===== src/rtl/ibex_mprf_msg_loader.sv =====
// MPRF message loader: sequences a word stream into MPRF writes.
// Optional collision retry: IBEX_MPRF_LOADER_COLLISION_RETRY_EN.
module ibex_mprf_msg_loader #(
  parameter bit          RV32E     = 1'b0,
  parameter int unsigned DataWidth = 32
) (
  input  logic                 clk_i,
  input  logic                 rst_ni,
  input  logic                 flush_i,
  input  logic                 cmd_valid_i,
  output logic                 cmd_ready_o,
  input  logic [4:0]           cmd_base_i,
  input  logic [1:0]           cmd_len_i,
  input  logic                 data_valid_i,
  output logic                 data_ready_o,
  input  logic [DataWidth-1:0] data_i,
  output logic                 msg_valid_o,
  output logic [4:0]           msg_addr_o,
  output logic [DataWidth-1:0] msg_data_o,
  output logic [1:0]           msg_len_o,
  input  logic                 core_mprf_we_i,
  input  logic [4:0]           core_waddr_i,
  output logic                 busy_o,
  output logic                 msg_done_o
);

  typedef enum logic [1:0] {
    IDLE,
    LOAD,
    DONE
  } state_e;

  state_e               state_q, state_d;
  logic [4:0]           base_q, base_d;
  logic [1:0]           len_q, len_d;
  logic [2:0]           cnt_q, cnt_d;
  logic                 valid_q, valid_d;
  logic [4:0]           addr_q, addr_d;
  logic [DataWidth-1:0] data_q, data_d;
  logic                 last_q, last_d;
  logic                 done_q, done_d;

  logic                 collision;
  logic                 accept;
  logic [4:0]           addr_raw;
  logic [4:0]           next_addr;

`ifdef IBEX_MPRF_LOADER_COLLISION_RETRY_EN
  assign collision = valid_q & core_mprf_we_i &
                     (core_waddr_i == addr_q);
`else
  // Core wins silently; the loader never observes it.
  logic unused_core;
  assign unused_core = ^{core_mprf_we_i, core_waddr_i};
  assign collision   = 1'b0;
`endif

  assign addr_raw  = base_q + {3'b000, cnt_q[1:0]};
  assign next_addr = RV32E ? {1'b0, addr_raw[3:0]} : addr_raw;

  assign cmd_ready_o  = (state_q == IDLE);
  assign data_ready_o = (state_q == LOAD) &
                        (cnt_q <= {1'b0, len_q}) &
                        ~collision;
  assign accept       = data_valid_i & data_ready_o;

  always_comb begin
    state_d = state_q;
    base_d  = base_q;
    len_d   = len_q;
    cnt_d   = cnt_q;
    valid_d = 1'b0;
    addr_d  = addr_q;
    data_d  = data_q;
    last_d  = last_q;
    done_d  = 1'b0;
    unique case (state_q)
      IDLE: begin
        if (cmd_valid_i) begin
          base_d  = cmd_base_i;
          len_d   = cmd_len_i;
          cnt_d   = 3'd0;
          last_d  = 1'b0;
          state_d = LOAD;
        end
      end
      LOAD: begin
        if (collision) begin
          valid_d = 1'b1;
        end else if (accept) begin
          valid_d = 1'b1;
          addr_d  = next_addr;
          data_d  = data_i;
          cnt_d   = cnt_q + 3'd1;
          last_d  = (cnt_q[1:0] == len_q);
        end
        if (valid_q && !collision && last_q) begin
          state_d = DONE;
          done_d  = 1'b1;
        end
      end
      DONE: state_d = IDLE;
      default: state_d = IDLE;
    endcase
    if (flush_i) begin
      state_d = IDLE;
      valid_d = 1'b0;
      cnt_d   = 3'd0;
      last_d  = 1'b0;
      done_d  = 1'b0;
    end
  end

  always_ff @(posedge clk_i or negedge rst_ni) begin
    if (!rst_ni) begin
      state_q <= IDLE;
      base_q  <= '0;
      len_q   <= '0;
      cnt_q   <= '0;
      valid_q <= 1'b0;
      addr_q  <= '0;
      data_q  <= '0;
      last_q  <= 1'b0;
      done_q  <= 1'b0;
    end else begin
      state_q <= state_d;
      base_q  <= base_d;
      len_q   <= len_d;
      cnt_q   <= cnt_d;
      valid_q <= valid_d;
      addr_q  <= addr_d;
      data_q  <= data_d;
      last_q  <= last_d;
      done_q  <= done_d;
    end
  end

  assign msg_valid_o = valid_q;
  assign msg_addr_o  = addr_q;
  assign msg_data_o  = data_q;
  assign msg_len_o   = len_q;
  assign msg_done_o  = done_q;
  assign busy_o      = (state_q != IDLE);

endmodule


===== config.mk =====
export PLATFORM = sky130hd
export DESIGN_NAME = ibex_mprf_msg_loader
export DESIGN_NICKNAME = d
export VERILOG_FILES = /design/src/rtl/ibex_mprf_msg_loader.sv
export SDC_FILE = /design/constraint.sdc
export NUM_CORES = 1
export LEC_CHECK = 0
export ABC_AREA = 1
export BUFFER_PORTS_ARGS = -buffer_cell sky130_fd_sc_hd__buf_2
export CAP_MARGIN = 15
export CORE_ASPECT_RATIO = 0.7
export CORE_MARGIN = 2
export CORE_UTILIZATION = 51
export DETAILED_ROUTE_END_ITERATION = 12
export GPL_TIMING_DRIVEN = 0
export PLACE_DENSITY = 0.84
export SLEW_MARGIN = 10
export SYNTH_ARGS = -nofsm -noshare
export SYNTH_HDL_FRONTEND = slang
export SYNTH_SLANG_ARGS = --single-unit

===== constraint.sdc =====
create_clock -name clk_i -period 2.3 [get_ports clk_i]
set_input_delay 0.46 -clock clk_i [delete_from_list [all_inputs] [get_ports clk_i]]
set_output_delay 0.46 -clock clk_i [all_outputs]
set_load 0.03 [all_outputs]

==> run metrics <==
Max rail drop VDD=0.000613 V; vias in the first global route=1755; Detailed Route WL=4.43 mm; Switching Share=40.1%; Seq/Total Area, Yosys=58.0%; Slew headroom=59.0%; Post-synth top cells=nand2_1 (72), dfrtp_1 (52), inv_1 (47); Bufs on Longest Clock Path=2; uppermost layer routed=met4; layout cell share with drive strength beyond 1=29.9%; Power Internal=0.00170 W; routed wire length per instance=11.0 um; TNS Setup=0 ns; Hold Fails Final Rpt=0; Least-Margin Pin Slew=0.615 ns; Largest delay share family, worst path=flip-flops; CTS clk-pin slew, worst paths=0.09 ns; pin count of the biggest net entering global routing=53; total grt overflow=0; floorplan core area=4280 um^2; Most Frequent Cell on Critical Path=nand2_1; hold_buf cts=0; slowest stage delay, CP=0.45 ns; Clock Skews=0.00725 ns; Synth Flop Type=dfrtp_1; fmax=0.486 GHz; # Post-CTS Setup Buffers=0; final setup violation count=0; Max Cap Viol=0; worst path cell trace=ha_1 > nand2_1 > nand2_1 > nand2_1 > and2_1 > buf_2; Worst Path Arrival=1.60 ns; Hold Crit Class=input pin to asynchronous set/reset pin; Vias/cell=4.64; ys async rst share=100%; RSZ-0062 raised after global routing=no; port bufs=87; post-DP HPWL=3.43 mm; Root Driver=clkbuf_8; worst reg-to-reg path cell count=8; Netlist cell types=20; sequential power share=44.7%; die area=4950 um^2; antenna violations before repair=0; Ports=94; final net count=403; ratio of final minimum period to clock period=89.4%; post-synthesis cell count=253; Logic pwr share=37.5%; critical setup path kind=register to primary output; Post-synth EDFFs=0; post-synth top area share=58.0%; M1 WL=2.15 mm; Cell Area, Synth=2240 um^2; top-count cell post-synth=nand2_1; Slowest cell on crit path=dfrtp_1; RePlAce Congestion=0.795; CP startpoint kind=register; Leak=1.66 nW; Initial Util=52.4%; Power Total=0.00284 W; clock buffer count from CTS=5; endpoint class of the critical path=primary output; Die W=83.3 um; routed length on met3=319 um; Clock power frac=17.8%; vias post-DR=1870; Antenna Nets Post-Route=0; Power Density=1000 nW/um^2; post-synthesis register bit count=52; fin crit period=2.06 ns; Tot GR Track Use=19.7%; global-route wire length before repair=7.69 mm; Post-Synthesis Mean Instance Area=8.87 um^2; Initial DRC Count=78; post-cts gate resize count=0; DRT Pass-1 Iters=4; largest cells by area after synthesis=dfrtp_1 (58%), nand2_1 (12%), inv_1 (7.9%); row count=20; fin. max-slew vios=0; Crit path depth=6; Bufs and invs on worst path=1; CP max FO=5; Clock Latency Late Sink=0.29 ns; routed wl met2=1.93 mm; outcome=completed; Die Y-Extent=59.5 um; Area growth, synth to finish=26.6%; Required @ worst endpoint=1.84 ns; switching power=0.00114 W; clock tree sinks=52; ant diodes=0; Synthesis Warnings=0; H-tree levels=2; Post-Syn Nets=309; CTS tree=built; DRC violations left=0; Synth area leader=dfrtp_1
==> through the flow <==
| stage | instance area [um^2] | setup WS (ns) | hold slack (ns) | utilization (%) | cells |
|---|---|---|---|---|---|
| 2_1_floorplan | 2240 | 0.475 | 0.164 | - | 253 |
| 3_3_place_gp | 2750 | 0.585 | 0.462 | 64.2 | 395 |
| 3_5_place_dp | 2750 | 0.567 | 0.466 | 64.2 | 395 |
| 4_1_cts | 2840 | 0.240 | 0.360 | 66.3 | 403 |
| 5_1_grt | 2840 | 0.123 | 0.230 | 66.4 | 403 |
| 6_report | 2840 | 0.244 | 0.179 | 66.4 | 403 |
==> cells by family after synthesis <==
group	count (synthesis)	synth area share, %
xor gates and xnor gates	3	1.17
AOI/OAI and AO/OA	41	9.98
buffers and inverters	57	10.3
DFF	52	58.0
and+or+nand+nor	94	16.8
adders and majority gates	6	3.68
==> area by class of cell <==
class | instances | area (um^2)
sequential | 52 | 1300
buffer | 9 | 51.3
timing repair buffer | 87 | 438
fill | 375 | 1440
tap | 55 | 68.8
multi-input combinational | 144 | 711
inverter | 48 | 180
clock buffer | 8 | 90.1
==> metal layers <==
metal / vias up / GRT usage [%]
li1: 956 / -
met1: 847 / 26.9
met2: 65 / 32.4
met3: 2 / 5.15
met4: 0 / 4.45
met5: - / 0
==> power by group through the flow <==
stage | Combinational [W] | Sequential [W] | Clock (W)
2_1_floorplan | 0.000288 | 0.00171 | 0
3_3_place_gp | 0.00106 | 0.00128 | 0
3_5_place_dp | 0.00108 | 0.00128 | 0
4_1_cts | 0.00108 | 0.00127 | 0.000524
5_1_grt | 0.00117 | 0.00130 | 0.000570
6_report | 0.00106 | 0.00127 | 0.000506
==> final timing paths <==
kind	slack, ns	from	end
hold / removal	0.18	rst_ni	base_q[3]
min in group clk_i	0.36	flush_i	msg_valid_o
max in group asynchronous	1.71	rst_ni	msg_data_o[8]
setup / recovery	0.24	cnt_q[1]	data_ready_o
setup reg to reg	0.57	cnt_q[1]	msg_data_o[15]
hold reg to reg	0.49	msg_data_o[30]	msg_data_o[30]
==> state kept, by name, indices dropped and copies added, names as in the netlist <==
signal,count
base_q,5
cnt_q,3
last_q,1
msg_addr_o,5
msg_data_o,32
msg_done_o,1
msg_len_o,2
msg_valid_o,1
state_q,2
==> cells in the final DEF (no fill, tap or decap), types with 2 or more instances in the layout <==
cell type	n
o21ai_0	35
clkbuf_8	6
ha_1	5
xnor2_1	2
nor2_1	11
inv_1	47
clkbuf_1	7
buf_6	2
dfrtp_1	52
nand3_1	8
buf_2	88
o21ai_2	4
nand2_1	72
==> worst reg2reg max path: cells and delay by family (launching register included) <==
family / cells / cell delay, ns
and+or+nand+nor: 5 / 0.39
DFF: 1 / 0.45
buffers and inverters: 1 / 0.37
AOI/OAI and AO/OA: 1 / 0.10
adders and majority gates: 1 / 0.33
Power figures use the tool's default switching activity.
